[src/rtl/bin2bcd_pkg.sv]
// ----------------------------------------------------------------------------
// bin2bcd_pkg
// Shared types and constants for the sequential binary-to-BCD converter.
//   state_t         : converter FSM states (IDLE, SHIFT, DONE)
//   ADD3_THRESH     : digit value at or above which the add-3 correction applies
//   BLANK_CODE      : digit code the downstream 7-segment decoder shows as blank
//   cnt_width()     : bit width needed by the per-conversion bit counter
// ----------------------------------------------------------------------------
package bin2bcd_pkg;

    typedef enum logic [1:0] {
        IDLE  = 2'd0,
        SHIFT = 2'd1,
        DONE  = 2'd2
    } state_t;

    localparam logic [3:0] ADD3_THRESH = 4'd5;
    localparam logic [3:0] BLANK_CODE  = 4'hF;

    // The counter is loaded with bin_w itself, so it must hold bin_w.
    function automatic int cnt_width(input int bin_w);
        return $clog2(bin_w + 1);
    endfunction

endpackage

[src/rtl/bin2bcd_seq_if.sv]
// ----------------------------------------------------------------------------
// bin2bcd_seq_if
// Start/done handshake and result bus of the binary-to-BCD converter.
//   start    : request a conversion (requester -> converter)
//   bin_in   : binary value, BIN_W bits (requester -> converter)
//   busy     : conversion in progress (converter -> requester)
//   done     : one-cycle completion pulse (converter -> requester)
//   bcd_out  : packed BCD, digit 0 in [3:0] (converter -> requester)
//   overflow : value exceeded DIGITS digits (converter -> requester)
// Modports: master = requester, slave = converter.
// ----------------------------------------------------------------------------
interface bin2bcd_seq_if #(
    parameter int BIN_W  = 8,
    parameter int DIGITS = 3
);

    logic                  start;
    logic [BIN_W-1:0]      bin_in;
    logic                  busy;
    logic                  done;
    logic [4*DIGITS-1:0]   bcd_out;
    logic                  overflow;

    modport master (
        output start, bin_in,
        input  busy, done, bcd_out, overflow
    );

    modport slave (
        input  start, bin_in,
        output busy, done, bcd_out, overflow
    );

endinterface

[src/rtl/bin2bcd_seq_add3_cell.sv]
// ----------------------------------------------------------------------------
// bcd_add3_cell
// Combinational double-dabble correction for one BCD digit: a digit of 5 or
// more gets 3 added so that the following left shift carries into the next
// digit instead of producing a code above 9.
//   din  : 4-bit scratch digit before correction
//   dout : corrected digit
// ----------------------------------------------------------------------------
module bcd_add3_cell
    import bin2bcd_pkg::*;
(
    input  logic [3:0] din,
    output logic [3:0] dout
);

    assign dout = (din >= ADD3_THRESH) ? din + 4'd3 : din;

endmodule

[src/rtl/bin2bcd_seq.sv]
// ----------------------------------------------------------------------------
// bin2bcd_seq
// Sequential binary-to-BCD converter (shift-and-add-3), one input bit per
// clock. A conversion takes BIN_W SHIFT cycles plus one DONE cycle; the result
// register only changes when done pulses, so a display fed from bcd_out never
// sees intermediate values.
//
// Ports:
//   clk   : system clock, rising edge
//   rst_n : asynchronous active-low reset
//   bus   : bin2bcd_seq_if.slave (start, bin_in, busy, done, bcd_out, overflow)
//
// Parameters: BIN_W (4..16) input width, DIGITS (1..5) output digits.
// Optional macro BIN2BCD_BLANK_EN: replace leading zero digits with 4'hF
// (digit 0 and saturated results are never blanked).
// ----------------------------------------------------------------------------
module bin2bcd_seq
    import bin2bcd_pkg::*;
#(
    parameter int BIN_W  = 8,
    parameter int DIGITS = 3
) (
    input  logic          clk,
    input  logic          rst_n,
    bin2bcd_seq_if.slave  bus
);

    localparam int SW    = 4 * DIGITS;
    localparam int CNT_W = cnt_width(BIN_W);

    state_t             state_q, state_d;
    logic [BIN_W-1:0]   shreg_q;
    logic [SW:0]        scr_q;     // extra MSB catches a carry out of the top digit
    logic [CNT_W-1:0]   cnt_q;
    logic               ovf_q;     // sticky: a 1 already left the scratch MSB
    logic [SW-1:0]      bcd_q;
    logic               done_q;
    logic               ovf_out_q;

    logic               load;
    logic               shift_en;
    logic               finish;
    logic [SW-1:0]      adj;
    logic [SW:0]        scr_next;
    logic               ovf_final;
    logic [SW-1:0]      result;

    // ------------------------------------------------------------------
    // FSM: state register
    // ------------------------------------------------------------------
    always_ff @(posedge clk or negedge rst_n) begin
        if (!rst_n) state_q <= IDLE;
        else        state_q <= state_d;
    end

    // ------------------------------------------------------------------
    // FSM: next-state logic
    // ------------------------------------------------------------------
    always_comb begin
        state_d = state_q;
        case (state_q)
            IDLE:    if (bus.start) state_d = SHIFT;
            SHIFT:   if (cnt_q == CNT_W'(1)) state_d = DONE;
            DONE:    state_d = IDLE;
            default: state_d = IDLE;
        endcase
    end

    // ------------------------------------------------------------------
    // FSM: outputs / datapath controls
    // ------------------------------------------------------------------
    always_comb begin
        load     = 1'b0;
        shift_en = 1'b0;
        finish   = 1'b0;
        bus.busy = 1'b0;
        case (state_q)
            IDLE:  load = bus.start;
            SHIFT: begin
                shift_en = 1'b1;
                bus.busy = 1'b1;
            end
            DONE: begin
                finish   = 1'b1;
                bus.busy = 1'b1;
            end
            default: ;
        endcase
    end

    // ------------------------------------------------------------------
    // Per-digit add-3 correction, applied before every shift
    // ------------------------------------------------------------------
    for (genvar i = 0; i < DIGITS; i++) begin : g_add3
        bcd_add3_cell u_cell (
            .din  (scr_q[4*i +: 4]),
            .dout (adj[4*i +: 4])
        );
    end

    // The old scratch MSB falls off the top here; ovf_q remembers it.
    assign scr_next  = {adj, shreg_q[BIN_W-1]};
    assign ovf_final = ovf_q | scr_q[SW];

`ifdef BIN2BCD_BLANK_EN
    function automatic logic [SW-1:0] blank_leading(input logic [SW-1:0] d);
        logic [SW-1:0] r;
        logic          lead;
        r    = d;
        lead = 1'b1;
        for (int i = DIGITS - 1; i > 0; i--) begin
            if (lead && (d[4*i +: 4] == 4'h0)) r[4*i +: 4] = BLANK_CODE;
            else                               lead = 1'b0;
        end
        return r;
    endfunction

    always_comb begin
        if (ovf_final) result = {DIGITS{4'h9}};
        else           result = blank_leading(scr_q[SW-1:0]);
    end
`else
    always_comb begin
        if (ovf_final) result = {DIGITS{4'h9}};
        else           result = scr_q[SW-1:0];
    end
`endif

    // ------------------------------------------------------------------
    // Conversion datapath: shift register, scratch, counter, overflow
    // ------------------------------------------------------------------
    always_ff @(posedge clk or negedge rst_n) begin
        if (!rst_n) begin
            shreg_q <= '0;
            scr_q   <= '0;
            cnt_q   <= '0;
            ovf_q   <= 1'b0;
        end else if (load) begin
            shreg_q <= bus.bin_in;
            scr_q   <= '0;
            cnt_q   <= CNT_W'(BIN_W);
            ovf_q   <= 1'b0;
        end else if (shift_en) begin
            shreg_q <= {shreg_q[BIN_W-2:0], 1'b0};
            scr_q   <= scr_next;
            cnt_q   <= cnt_q - CNT_W'(1);
            ovf_q   <= ovf_final;
        end
    end

    // ------------------------------------------------------------------
    // Result register: changes only when done pulses
    // ------------------------------------------------------------------
    always_ff @(posedge clk or negedge rst_n) begin
        if (!rst_n) begin
            bcd_q     <= '0;
            done_q    <= 1'b0;
            ovf_out_q <= 1'b0;
        end else begin
            done_q <= finish;
            if (finish) begin
                bcd_q     <= result;
                ovf_out_q <= ovf_final;
            end
        end
    end

    assign bus.done     = done_q;
    assign bus.bcd_out  = bcd_q;
    assign bus.overflow = ovf_out_q;

endmodule

[src/flat_wrapper.sv]
// flat-port wrapper written by rule: the top's interface ports become plain ports
module bin2bcd_seq_flat import bin2bcd_pkg::*;
#(
    parameter int BIN_W  = 8,
    parameter int DIGITS = 3
)
  (clk, rst_n, bus_start, bus_bin_in, bus_busy, bus_done, bus_bcd_out, bus_overflow);
  bin2bcd_seq_if #(.BIN_W(BIN_W), .DIGITS(DIGITS)) bus_i ();
  input  logic clk;
  input  logic rst_n;
  input wire logic [$bits(bus_i.start)-1:0] bus_start;
  input wire logic [$bits(bus_i.bin_in)-1:0] bus_bin_in;
  output wire logic [$bits(bus_i.busy)-1:0] bus_busy;
  output wire logic [$bits(bus_i.done)-1:0] bus_done;
  output wire logic [$bits(bus_i.bcd_out)-1:0] bus_bcd_out;
  output wire logic [$bits(bus_i.overflow)-1:0] bus_overflow;
  assign bus_i.start = bus_start;
  assign bus_i.bin_in = bus_bin_in;
  assign bus_busy = bus_i.busy;
  assign bus_done = bus_i.done;
  assign bus_bcd_out = bus_i.bcd_out;
  assign bus_overflow = bus_i.overflow;
  bin2bcd_seq #(.BIN_W(BIN_W), .DIGITS(DIGITS)) u_core (.clk(clk), .rst_n(rst_n), .bus(bus_i));
endmodule
[config.mk]
export PLATFORM = sky130hd
export DESIGN_NAME = bin2bcd_seq_flat
export DESIGN_NICKNAME = d
export VERILOG_FILES = /design/src/rtl/bin2bcd_pkg.sv /design/src/rtl/bin2bcd_seq_if.sv /design/src/rtl/bin2bcd_seq_add3_cell.sv /design/src/rtl/bin2bcd_seq.sv /design/src/flat_wrapper.sv
export SDC_FILE = /design/constraint.sdc
export NUM_CORES = 1
export LEC_CHECK = 0
export CAP_MARGIN = 25
export CORE_MARGIN = 2
export CORE_UTILIZATION = 45
export CTS_CLUSTER_SIZE = 10
export DETAILED_ROUTE_END_ITERATION = 8
export GPL_TIMING_DRIVEN = 0
export MAX_ROUTING_LAYER = met4
export PLACE_DENSITY = 0.73
export SYNTH_ARGS = -nofsm -noshare
export SYNTH_HDL_FRONTEND = slang
export SYNTH_SLANG_ARGS = --single-unit
[constraint.sdc]
create_clock -name clk -period 1.9 [get_ports clk]
set_clock_uncertainty 0.2 [all_clocks]
set_input_delay 0.38 -clock clk [delete_from_list [all_inputs] [get_ports clk]]
set_output_delay 0.38 -clock clk [all_outputs]
set_load 0.05 [all_outputs]
## Word level (Yosys, flattened, before mapping)

Cells that the tools add are included.

| word-level totals | value |
|---|---|
| output and inout port bits | 15 |
| word-level logic and storage cells | 44 |
| input bits | 11 |
| register bits | 42 |

| cells by class | value |
|---|---|
| reduce and logical (&&, ||, !) cells | 4 |
| bitwise operators | 1 |
| add/subtract/negate cells | 4 |
| eq/ne operators | 5 |
| order comparisons | 3 |
| multiplexer cells | 19 |

Operators by type and width:

| operator | number |
|---|---|
| $mux W13 | 2 |
| $mux W4 | 5 |
| $mux W8 | 2 |
| $add A4 B2 Y4 const B | 3 |
| $ge A4 B3 Y1 const B | 3 |
| $mux W12 | 1 |
| $mux W1 | 6 |
| $eq A4 B1 Y1 const B | 1 |
| $mux W2 | 2 |
| $pmux W2 S2 | 1 |
| $sub A4 B1 Y4 const B | 1 |
| $eq A2 B1 Y1 const B | 1 |
| $eq A2 B2 Y1 const B | 1 |
| $logic_not A2 Y1 | 1 |
| $ne A2 B1 Y1 const B | 1 |
| $ne A2 B2 Y1 const B | 1 |
| $reduce_and A2 Y1 | 1 |
| $reduce_bool A2 Y1 | 1 |
| $reduce_or A2 Y1 | 1 |
| $or A1 B1 Y1 | 1 |

## Longest topological paths before layout

| depth | value |
|---|---|
| depth after elaboration | 4 |
| mapped depth | 7 |
| depth with buffers taken out | 5 |

## Modules after synthesis

Synthesis repeated with hierarchy kept, for this count alone.

| second synthesis, totals | value |
|---|---|
| cells, all modules | 206 |
| area, all modules | 2105.8 sq um |

By module, submodules not included:

| module | seq. area each (sq um) | cells an instance | times used | area each (sq um) |
|---|---|---|---|---|
| bin2bcd_seq | 1051.0 | 158 | 1 | 1801.7 |
| bcd_add3_cell | 0.0 | 16 | 3 | 101.3 |

## Least setup slack after synthesis

Ideal clock, no wire load.

| timing | value |
|---|---|
| path type | reg-to-reg |
| start | register u_core.cnt_q[1] |
| end | register u_core.state_q[0] |
| data arrival time | 1427 ps |
| required time | 1575 ps |
| slack | 149 ps |
| library setup time | 125 ps |
| period minus slack after synthesis | 1751 ps |
| path buffers | 0 |
| stages on the path, launching flop included | 6 |
| path through | dfrtp_1 > inv_1 > ha_1 > or3b_1 > a21oi_1 > mux2_2 |

| between the ends | value |
|---|---|
| word-level cells in the longest chain between the ends | 3 |

Ends and longest elaborated chain:

| item | line | source |
|---|---|---|
| from (decl) | bin2bcd_seq.sv:34 | `logic [CNT_W-1:0] cnt_q;` |
| from (signal assigned) | bin2bcd_seq.sv:141 | `cnt_q <= CNT_W'(BIN_W);` |
| from (signal assigned) | bin2bcd_seq.sv:146 | `cnt_q <= cnt_q - CNT_W'(1);` |
| $eq A4 B1 Y1 | bin2bcd_seq.sv:63 | `SHIFT: if (cnt_q == CNT_W'(1)) state_d = DONE;` |
| $ne A2 B1 Y1 (no line) | n/a |  |
| $reduce_and A2 Y1 (no line) | n/a |  |
| to (signal assigned) | bin2bcd_seq.sv:53 | `else state_q <= state_d;` |
| to (decl) | bin2bcd_seq.sv:31 | `state_t state_q, state_d;` |

Every way passes these cells.
A chain may end at the register's enable or synchronous reset.

## Worst setup path in the final report

| timing | value |
|---|---|
| start | register u_core.state_q[0] |
| end | output port bus_busy |

| between the ends | value |
|---|---|
| word-level cells in the longest chain between the ends | 3 |
| elaborated cells between the ends (all ways) | 4 |
| classes of those cells | 2 x eq/ne; 1 x mux; 1 x reduce/logical |

Ends and longest elaborated chain:

| item | line | source |
|---|---|---|
| $eq A2 B1 Y1 / $eq A2 B2 Y1 (equally long branches) | bin2bcd_seq.sv:77 | `case (state_q)` |
| $reduce_or A2 Y1 (no line) * | n/a |  |
| $mux W1 * | bin2bcd_seq.sv:77 |  |
| to (decl) | flat_wrapper.sv:13 | `output wire logic [$bits(bus_i.busy)-1:0] bus_busy;` |

Mark *: on every way between the ends. The rest lies on a longest branch, timed or not.

==> flow_summary.toml <==
[timing]
slew_headroom = 0.675
worst_pin_slew_ps = 489
hold_viol = 0
period_share = 0.967
fin_crit_ps = 1840
hold_ws_ps = 207
slew_viol_final = 0
rsz0062_at_grt = "no"
fmax_mhz = 544
fin_ws_ps = 62.8
report.final.setup_viol = 0

[worst_hold_path]
hold_class = "in2async"

[floorplan]
dieArea_um2 = 5330
die_height_um = 73.0
core_region_area_um2 = 4660
rows = 25
start_util = 0.459
die_x_um = 73.0
io_pins = 26

[power]
p_per_area_nw_per_um2 = 1860
seq_power_share = 0.331
power_mw = 4.91
power_switching_mw = 2.19
peakVddDrop_mv = 0.562
combPwrFrac = 0.528
intPower_mw = 2.72
p_leak_nw = 1.18
swShare = 0.446
power_frac_clock = 0.141

[setup_path]
endpoint_kind = "primary output"
regToRegSetupSlack_ps = 80
required_ps = 1320
start_kind = "flip-flop"
cp.arrival_ps = 1260
reg2reg_to = "u_core.scr_q[4]"
critPathLaunch = "u_core.state_q[0]"
critPathCapture = "bus_busy"
rr_worst_depth = 5
reg2reg_from = "u_core.scr_q[0]"
critPathMaxFanout = 4
critical_path_class = "reg2out"

[yosys]
async_flop_share = 1.00
ys.flop_type = "dfrtp_1"
synth.cell_area_um2 = 2140
syn_avg_cell_area_um2 = 10.1
syn-instance-count = 212
synth_cell_types = 38
synth-edff-count = 0
yosysSeqAreaShare = 0.491
ys_seq_elements = 42
yosysWarnings = 0
syn_nets = 236

[global_route]
grt_pass1_wl_um = 7390
antenna_found_initial = 0
grt_usage = 0.188
grt.overflow.total = 0
grt_max_degree = 42
grt_pass1_vias = 1595

[cells_and_area]
synthToLayoutAreaGrowth_pct = 23.0
final_nets = 271
stdcell_area_um2 = 2630
diodes = 0
drive_gt1_frac = 0.157
final_core_util = 0.565

[route]
first_iter_violations = 97
wl_per_cell_um = 14.3
drt_pre_antenna_iters = 4
vias = 1635
drc = 0
drtAntennaViolNets = 0
via_per_inst = 5.41
routed_wl_um = 4310

[clock_network]
clk_latency_ps = 290
cts_buffers = 5
cts-root-buf = "clkbuf_8"
clockBufferDepth = 2
cts.sink_count = 42
cts_tree = "built"
htreeDepth = 2
path_clk_slew_ps = 80

[place]
place.gp.congestion = 0.853
portBuffers = 25
dpl.hpwl_um = 2900
pre_cts_slack_ps = -390
placed_area_um2 = 2470

[outcome]
outcome = "complete, no violations"

[run]
cap_violations = 0
-- worst max-delay path, stage by stage (launching register included) --
cell	delay, ps
dfrtp_2	420
inv_2	70
ha_1	280
buf_4	190
-- synthesized netlist by cell type, types with 3 or more instances --
master,instances,area (µm²)
a2111oi_0,4,35.0
a211oi_1,3,22.5
a21oi_1,10,50.1
a31oi_1,3,18.8
buf_2,3,15.0
clkbuf_1,4,15.0
dfrtp_1,42,1050
ha_1,13,163
inv_1,19,71.3
mux2i_1,9,90.1
nand2_1,19,71.3
nand2b_1,5,31.3
nand3_1,4,20.0
nor2_1,15,56.3
nor2b_1,3,18.8
o21ai_0,16,80.1
o22a_1,3,26.3
o22ai_1,5,31.3
-- sequential cells by signal (all words and copies together) (netlist names) --
signal,cells
u_core.scr_q,13
u_core.bus.bcd_out,12
u_core.shreg_q,8
u_core.cnt_q,4
u_core.state_q,2
u_core.bus.done,1
u_core.bus.overflow,1
u_core.ovf_q,1
-- area by class of cell --
cell class,count,area [µm²]
Fill cell,423,2030
Sequential cell,42,1050
Multi-Input combinational cell,143,1020
Timing Repair Buffer,29,270
Clock buffer,7,76.3
Inverter,19,71.3
Tap cell,54,67.6
Buffer,7,45.0
Clock inverter,1,30.0
-- layout by cell type (no fill, tap or decap), types with 2 or more instances in the layout --
master	Yosys	layout
a31oi_1	3	3
clkbuf_4	0	2
nand2_1	19	18
buf_4	0	5
nand4b_1	2	2
o32ai_1	2	2
ha_1	13	11
nand2b_1	5	5
dlygate4sd2_1	0	14
clkdlybuf4s50_1	0	9
dfrtp_1	42	40
nand3_1	4	4
mux2_2	2	2
nor2b_1	3	3
mux2i_1	9	9
inv_2	0	3
or3b_1	2	2
clkbuf_8	0	5
o22ai_1	5	5
o21ai_1	2	2
a2111oi_0	4	3
dfrtp_2	0	2
clkbuf_1	4	2
o21ai_0	16	16
o21a_1	2	2
inv_1	19	16
or3b_2	2	2
xnor2_1	2	2
a21o_2	2	2
nor2_1	15	15
a211oi_1	3	3
o22a_1	3	3
a221oi_2	2	2
buf_2	3	3
or4_4	2	2
a21oi_1	10	9
-- logic make-up after synthesis --
| logic type | after synthesis | share of synthesized area |
|---|---|---|
| AO/OA/AOI/OAI | 56 | 0.173 |
| XOR/XNOR | 3 | 0.0123 |
| adder cells (fa/ha/maj) | 13 | 0.0760 |
| buffers and inverters | 27 | 0.0491 |
| flip-flops | 42 | 0.491 |
| multiplexers | 11 | 0.0526 |
| AND/OR/NAND/NOR | 60 | 0.146 |
-- metrics by stage --
stage	TNS (ps)	std cells
final	0	302
after floorplan	0	212
after global placement	-39430	291
after detailed placement	-6080	292
after CTS	0	301
after global routing	0	302
-- worst min path at each step --
stage / end / slack (ps)
2_1_floorplan: u_core.bus.bcd_out[0] / -120
3_3_place_gp: u_core.bus.overflow / 280
3_5_place_dp: u_core.bus.done / -20
4_1_cts: u_core.bus.done / 190
5_1_grt: u_core.bus.done / 210
6_report: u_core.bus.done / 210
-- power by group through the flow --
stage	clock network [mW]	registers [mW]	logic (mW)
after CTS	0.711	1.61	2.52
after detailed placement	0	1.62	2.56
after floorplan	0	1.97	1.51
after global placement	0	1.61	2.52
after global routing	0.735	1.68	2.88
final	0.692	1.63	2.59
-- layer usage --
layer | wire length (µm) | vias to the layer above | track usage
li1 | - | 812 | -
met1 | 2090 | 780 | 0.238
met2 | 1990 | 37 | 0.293
met3 | 137 | 6 | 0.0373
met4 | 89 | 0 | 0.0844
met5 | 0 | - | -
-- what timing repair did --
action	4_1_cts	5_1_grt
setup endpoints to repair	43	31
gates cloned	0	0
hold buffers	1	0
resized for setup	28	16
setup buffers	0	2
hold endpoints to repair	42	0
(Power assumes the default switching activity.)
